[config.mk]
export PLATFORM = sky130hd
export DESIGN_NAME = aie2dma_framer
export DESIGN_NICKNAME = d
export VERILOG_FILES = /design/src/rtl/aie2dma_framer.sv
export SDC_FILE = /design/constraint.sdc
export NUM_CORES = 2
export LEC_CHECK = 0
export CAP_MARGIN = 20
export CORE_MARGIN = 5
export CORE_UTILIZATION = 48
export DETAILED_ROUTE_END_ITERATION = 10
export DONT_BUFFER_PORTS = 1
export PLACE_DENSITY = 0.66
export SETUP_SLACK_MARGIN = 0.15
export SYNTH_ARGS = -nofsm -noshare
export SYNTH_HDL_FRONTEND = slang
export SYNTH_SLANG_ARGS = --single-unit
export TNS_END_PERCENT = 100
[constraint.sdc]
create_clock -name clk -period 14.4 [get_ports clk]
set_input_delay 2.88 -clock clk [delete_from_list [all_inputs] [get_ports clk]]
set_output_delay 2.88 -clock clk [all_outputs]
set_load 0.05 [all_outputs]
[src/rtl/aie2dma_framer.sv]
// ---------------------------------------------------------------------------
// aie2dma_framer
//
// Takes the AIE output AXI-stream (IFFT symbols), buffers it in a small
// first-word-fall-through FIFO and re-emits it to the DMA S2MM channel with
// TLAST framing. Symbol and frame boundaries come from counting beats per
// symbol and symbols per frame. Capture is armed by a rising edge of the
// bf_stream window. If the window closes early, the frame is aborted, the
// buffered beats are flushed out, and a sticky error flag is set.
//
// Ports
//   clk, srstn        clock, synchronous active-low reset
//   bf_stream         frame window; a rising edge arms capture
//   aie_axi_*         AXI-stream input from the AIE (tvld/tdat in, trdy out)
//   dma_axi_*         AXI-stream output to DMA S2MM (tvld/tdat/tlast out, trdy in)
//   frame_done        one-cycle pulse when a complete frame has been delivered
//   symbol_cnt        symbols fully accepted in the current frame
//   short_frame_err   sticky; the window fell before the frame completed
//   busy              high whenever the framer is not idle
// ---------------------------------------------------------------------------
module aie2dma_framer #(
   parameter int DATA_WIDTH       = 64,
   parameter int DEPTH_OF_SYMBOL  = 13104,
   parameter int NUM_OF_SYMBOL    = 14,
   parameter int CNT_WIDTH        = 14,
   parameter int FIFO_DEPTH       = 32,
   parameter int TLAST_PER_SYMBOL = 1
) (
   input  logic                  clk,
   input  logic                  srstn,
   input  logic                  bf_stream,
   input  logic                  aie_axi_tvld,
   input  logic [DATA_WIDTH-1:0] aie_axi_tdat,
   output logic                  aie_axi_trdy,
   output logic                  dma_axi_tvld,
   output logic [DATA_WIDTH-1:0] dma_axi_tdat,
   output logic                  dma_axi_tlast,
   input  logic                  dma_axi_trdy,
   output logic                  frame_done,
   output logic [7:0]            symbol_cnt,
   output logic                  short_frame_err,
   output logic                  busy
);

   localparam int AW = $clog2(FIFO_DEPTH);
   localparam int CW = AW + 1;
   localparam int EW = DATA_WIDTH + 1;

   localparam logic [CNT_WIDTH-1:0] LAST_SAMPLE = CNT_WIDTH'(DEPTH_OF_SYMBOL - 1);
   localparam logic [7:0]           LAST_SYMBOL = 8'(NUM_OF_SYMBOL - 1);
   localparam logic [CW-1:0]        READY_LIMIT = CW'(FIFO_DEPTH - 2);

   typedef enum logic [2:0] {
      IDLE  = 3'd0,
      RUN   = 3'd1,
      DRAIN = 3'd2,
      ABORT = 3'd3,
      DONE  = 3'd4
   } state_t;

   state_t                  state_q, state_d;
   logic                    bfPrev_q;
   logic                    trdy_q, trdy_d;
   logic [CNT_WIDTH-1:0]    sampleCnt_q, sampleCnt_d;
   logic [7:0]              symbolCnt_q, symbolCnt_d;
   logic                    shortErr_q, shortErr_d;
   logic                    frameDone_q, frameDone_d;

   logic [EW-1:0]           fifoMem_q [FIFO_DEPTH];
   logic [AW-1:0]           wrPtr_q, rdPtr_q;
   logic [CW-1:0]           fifoCount_q, fifoCount_d;

   logic                    outValid_q, outValid_d;
   logic [DATA_WIDTH-1:0]   outData_q, outData_d;
   logic                    outLast_q, outLast_d;

   logic                    push, pop, outFree;
   logic                    sampleLast, symbolLast, frameLastAccept, lastTag;
   logic                    bfRise, forceLast;
   logic [EW-1:0]           fifoHead;

   // Handshake and boundary decode shared by the FSM, counters and FIFO.
   always_comb begin
      push            = aie_axi_tvld & trdy_q;
      outFree         = ~outValid_q | dma_axi_trdy;
      pop             = (fifoCount_q != '0) & outFree;
      sampleLast      = (sampleCnt_q == LAST_SAMPLE);
      symbolLast      = (symbolCnt_q == LAST_SYMBOL);
      frameLastAccept = push & sampleLast & symbolLast;
      lastTag         = sampleLast & ((TLAST_PER_SYMBOL != 0) | symbolLast);
      bfRise          = bf_stream & ~bfPrev_q;
      fifoHead        = fifoMem_q[rdPtr_q];
   end

   // Next-state logic. A last beat accepted in the same cycle the window
   // falls still counts as a complete frame, so it is checked first.
   always_comb begin
      state_d     = state_q;
      shortErr_d  = shortErr_q;
      frameDone_d = 1'b0;
      case (state_q)
         IDLE: begin
            if (bfRise) begin
               state_d = RUN;
            end
         end
         RUN: begin
            if (frameLastAccept) begin
               state_d = DRAIN;
            end else if (!bf_stream) begin
               state_d    = ABORT;
               shortErr_d = 1'b1;
            end
         end
         DRAIN: begin
            if ((fifoCount_q == '0) && outFree) begin
               state_d     = DONE;
               frameDone_d = 1'b1;
            end
         end
         ABORT: begin
            if ((fifoCount_q == '0) && outFree) begin
               state_d = DONE;
            end
         end
         DONE: begin
            state_d = IDLE;
         end
         default: begin
            state_d = IDLE;
         end
      endcase
   end

   // Sample/symbol counters; held at zero while idle so every frame starts clean.
   always_comb begin
      sampleCnt_d = sampleCnt_q;
      symbolCnt_d = symbolCnt_q;
      if (state_q == IDLE) begin
         sampleCnt_d = '0;
         symbolCnt_d = '0;
      end else if (push) begin
         if (sampleLast) begin
            sampleCnt_d = '0;
            symbolCnt_d = symbolCnt_q + 8'd1;
         end else begin
            sampleCnt_d = sampleCnt_q + CNT_WIDTH'(1);
         end
      end
   end

   // FIFO occupancy, output stage and registered input ready.
   // Ready is computed from next-cycle state and occupancy, so it already
   // reflects the fill level the FIFO will have when the beat lands.
   // During an abort the beat that empties the FIFO closes the packet.
   always_comb begin
      case ({push, pop})
         2'b10:   fifoCount_d = fifoCount_q + CW'(1);
         2'b01:   fifoCount_d = fifoCount_q - CW'(1);
         default: fifoCount_d = fifoCount_q;
      endcase

      forceLast  = (state_d == ABORT) && (fifoCount_d == '0);

      outValid_d = outValid_q;
      outData_d  = outData_q;
      outLast_d  = outLast_q;
      if (pop) begin
         outValid_d = 1'b1;
         outData_d  = fifoHead[DATA_WIDTH-1:0];
         outLast_d  = fifoHead[DATA_WIDTH] | forceLast;
      end else if (dma_axi_trdy) begin
         outValid_d = 1'b0;
      end

      trdy_d = (state_d == RUN) && (fifoCount_d < READY_LIMIT);
   end

   // Control and datapath registers.
   always_ff @(posedge clk) begin
      if (!srstn) begin
         state_q     <= IDLE;
         bfPrev_q    <= 1'b0;
         trdy_q      <= 1'b0;
         sampleCnt_q <= '0;
         symbolCnt_q <= '0;
         shortErr_q  <= 1'b0;
         frameDone_q <= 1'b0;
         wrPtr_q     <= '0;
         rdPtr_q     <= '0;
         fifoCount_q <= '0;
         outValid_q  <= 1'b0;
         outData_q   <= '0;
         outLast_q   <= 1'b0;
      end else begin
         state_q     <= state_d;
         bfPrev_q    <= bf_stream;
         trdy_q      <= trdy_d;
         sampleCnt_q <= sampleCnt_d;
         symbolCnt_q <= symbolCnt_d;
         shortErr_q  <= shortErr_d;
         frameDone_q <= frameDone_d;
         fifoCount_q <= fifoCount_d;
         outValid_q  <= outValid_d;
         outData_q   <= outData_d;
         outLast_q   <= outLast_d;
         if (push) begin
            wrPtr_q <= wrPtr_q + AW'(1);
         end
         if (pop) begin
            rdPtr_q <= rdPtr_q + AW'(1);
         end
      end
   end

   // FIFO storage needs no reset; the pointers alone define its contents.
   always_ff @(posedge clk) begin
      if (push) begin
         fifoMem_q[wrPtr_q] <= {lastTag, aie_axi_tdat};
      end
   end

   assign aie_axi_trdy    = trdy_q;
   assign dma_axi_tvld    = outValid_q;
   assign dma_axi_tdat    = outData_q;
   assign dma_axi_tlast   = outLast_q;
   assign frame_done      = frameDone_q;
   assign symbol_cnt      = symbolCnt_q;
   assign short_frame_err = shortErr_q;
   assign busy            = (state_q != IDLE);

endmodule

==> summary.md <==
| Metric | Value |
|---|---|
| PortBufs | 0 |
| Unrepaired setup endpoints after global routing | no |
| Antenna violations before repair | 4 |
| Iteration-0 DRC Markers | 4177 |
| WP data arrival | 5.76 ns |
| Largest net degree at the start of global routing | approximately 100 |
| Total GRT Usage | 20.8% |
| Final worst path period share | 37.0% |
| Cts hold-fix bufs | 0 |
| Buf/Inv on CP | 2 |
| Routed len/inst | around 31 µm |
| Gpl congestion | 0.754 |
| CP Max Fanout | 43 |
| Mean Syn Cell Area | 23.8 µm² |
| Max_cap viols | 0 |
| Clk_lat worst skew | 0.84 ns |
| Initial Util | 48.4% |
| Worst slew margin | 20.2% |
| Synth Warn # | 0 |
| Clock Tree Root | clkbuf_16 |
| Core ar. | 172000 µm² |
| Max Fclk | 188 MHz |
| Number of clock sinks | around 2200 |
| Leak pwr | approximately 0.028 µW |
| Routed Antenna Nets | 0 |
| Rows | 152 |
| Area after DPL | 86000 µm² |
| Clock Path Buffers | 3 |
| Max H-tree Level | 4 |
| Drc violations | 0 |
| Worst vdd ir | between 100 and 150 µV |
| Cell Area, Synth | roughly 83000 µm² |
| Final Hold Viols | 0 |
| Reg2Reg Depth | 8 |
| Vias per cell | 6.10 |
| First-pass GRT wire length | 272000 µm |
| Least-Margin Pin Slew | 1.20 ns |
| Hold Crit Class | reg -> reg |
| Area Growth Syn to Fin | 11.7% |
| FF-to-FF End | dma_axi_tdat[49] |
| Gr ovfl total | 0 |
| Worst reg2reg setup slack | slightly above 9 ns |
| Worst path depth | 5 |
| Ys async rst share | 0% |
| Crit path kind | in -> reg |
| Cell count after synthesis | 3501 |
| Hpwl dp | just over 100000 µm |
| Power Density | 173 nW/µm² |
| Critical path endpoint category | register |
| Die width | between 400 and 500 µm |
| CP Cell Sequence | and2_1 -> buf_4 -> nand2_1 -> nor2_4 -> buf_4 |
| Outcome | finished clean |
| Worst clock skew | 0.0328 ns |
| Vias in the first global route | 37700 |
| Slowest stage delay, CP | 0.95 ns |
| Hold depth | 2 |
| Setup_tns | 0 ns |
| Startpoint types | input pin |
| M2 GR Usage | 32.6% |
| Met3 global-route usage | 4.39% |
| Cell family with most CP delay | simple AND/OR/NAND/NOR gates |
| Nets | 3675 |
| Setup-failing EPs final | 0 |
| Most used routing layer | met2 |
| Tmin final | roughly 5.3 ns |
| Post-route cell area | 92900 µm² |
| Worst path required time | 14.83 ns |
| Die area | 182000 µm² |
| Hold-critical path endpoint | sampleCnt_q[13] |
| Post-CTS sizing | 0 |
| Post-synthesis sequential area ratio | ~80% |
| CTS buffer count | 210 |
| Synth unique cells | 59 |
| Hold path start | sampleCnt_q[13] |
| Clk slew on worst S/H paths | 0.06 ns |
| Die height | 426 µm |
| Setup Buffers After CTS | 0 |
| CTS tree | done |
| DRT Pass-1 Iters | 7 |
| Synth Flop Type | edfxtp_1 |
| #FFs+latches synth | 2196 |
| Number of synthesized flops with an enable pin | 2080 |
| Via count | about 37000 |
| Slowest CP cell | nor2_4 |
| Share of post-route cells with drive strength above 1 | 28.6% |
| # IOs | around 150 |
| Met1 usage | 30.6% |
| Mapped Nets | 3580 |
| Most frequent cell on the critical path | buf_4 |
| DRT Wirelength | 187000 µm |
| Max-slew violation count | 0 |
[worst register-to-register path, cell delays in order, from the launching register on]
cell     delay (ns)
dfxtp_4        0.88
buf_4          0.86
buf_4          0.64
buf_12         0.30
buf_4          0.76
mux4_2         0.64
mux4_2         0.52
mux2i_1        0.29
a21oi_1        0.11
[layout make-up]
type	count	area, µm²
well taps	2310	2890
diodes	2	5.00
inverters	7	26.3
repair buffers	72	658
clock buffers	269	5690
multi-input cells	1109	17700
clock inverters	119	1100
fillers	12700	79000
flip-flops and latches	2196	64800
[worst max-delay path by stage]
stage	startpoint	endpoint
global route	register	dma_axi_tdat[49]
floorplan	aie_axi_tvld	fifoMem_q[23][0]
CTS	register	dma_axi_tdat[49]
detailed placement	aie_axi_tvld	fifoMem_q[2][17]
finish	aie_axi_tvld	fifoMem_q[6][24]
global placement	aie_axi_tvld	fifoMem_q[4][59]
[power breakdown]
group	internal, µW	switching, µW
combinational	1510	1500
sequential	7120	531
clock	3090	2340
[metal layers]
layer  vias up  wire length [µm]
met4         0              3490
met3       217             15200
met1     20300             77400
li1      15200                 -
met2      1443             90400
met5         -                 0
[cell families after synthesis]
group | after synthesis | share of synthesized area [%]
AOI/OAI and AO/OA | 168 | 1.12
xor gates and xnor gates | 27 | 0.284
adders and majority gates | 10 | 0.150
buffers and inverters | 196 | 1.09
DFF | 2196 | 77.9
muxes | 720 | 18.4
and+or+nand+nor | 184 | 1.12
[through the flow]
| step | hold WS [ns] | total power (µW) | worst slack [ns] | std cells | util (%) |
|---|---|---|---|---|---|
| global route | 0.561 | 16700 | 8.63 | 6082 | 54.0 |
| global placement | 0.481 | 10800 | 8.26 | 5689 | 50.0 |
| CTS | 0.519 | 16200 | 8.86 | 6078 | 54.0 |
| finish | 0.519 | 16100 | 9.07 | 6084 | 54.0 |
| detailed placement | 0.488 | 10800 | 8.21 | 5690 | 50.0 |
| floorplan | 0.453 | 9980 | 5.24 | 3501 | - |
[Yosys cell counts (3+ instances only)]
cell type	instances	area share [%]
inv_1	7	0.032
xor2_1	20	0.21
and3_1	7	0.053
nand2_1	27	0.12
nand2b_1	5	0.038
nand3_1	9	0.054
and2_1	3	0.023
or3_1	9	0.068
xnor2_1	7	0.074
ha_1	10	0.15
nor2b_1	8	0.060
mux4_2	644	17
nor3_1	3	0.018
nand4_1	13	0.098
buf_6	16	0.22
a21oi_1	74	0.45
edfxtp_1	2080	75
mux2i_1	74	0.89
clkbuf_1	112	0.51
a221oi_1	4	0.042
nor2_1	77	0.35
o21ai_1	4	0.024
nor3b_1	3	0.027
buf_2	42	0.25
o21ai_0	67	0.40
dfxtp_1	116	2.8
buf_1	19	0.086
[placed cells by master (no fill, tap or decap), types with 8 or more instances in the layout]
| cell type | synthesis | layout |
|---|---|---|
| clkinv_1 | 0 | 37 |
| nand4_1 | 13 | 13 |
| a21oi_1 | 74 | 73 |
| buf_4 | 0 | 65 |
| nand3_1 | 9 | 9 |
| mux2i_1 | 74 | 74 |
| nand2_1 | 27 | 27 |
| clkinv_2 | 0 | 46 |
| dfxtp_1 | 116 | 111 |
| xor2_1 | 20 | 20 |
| nor2_1 | 77 | 47 |
| edfxtp_1 | 2080 | 2080 |
| o21ai_0 | 67 | 67 |
| bufinv_16 | 0 | 17 |
| clkbuf_8 | 0 | 13 |
| nor2_4 | 0 | 30 |
| clkbuf_1 | 112 | 42 |
| or3_1 | 9 | 9 |
| ha_1 | 10 | 10 |
| clkbuf_16 | 0 | 214 |
| mux4_2 | 644 | 644 |
| nor2b_1 | 8 | 8 |
[registers in the layout (all words and copies together) (netlist names), 3 cells and up, named ones only]
name / flops
fifoMem_q: 2080
dma_axi_tdat: 64
sampleCnt_q: 14
symbol_cnt: 8
fifoCount_q: 6
rdPtr_q: 5
wrPtr_q: 5
state_q: 3
No activity file was read; power rests on OpenSTA's default activity.
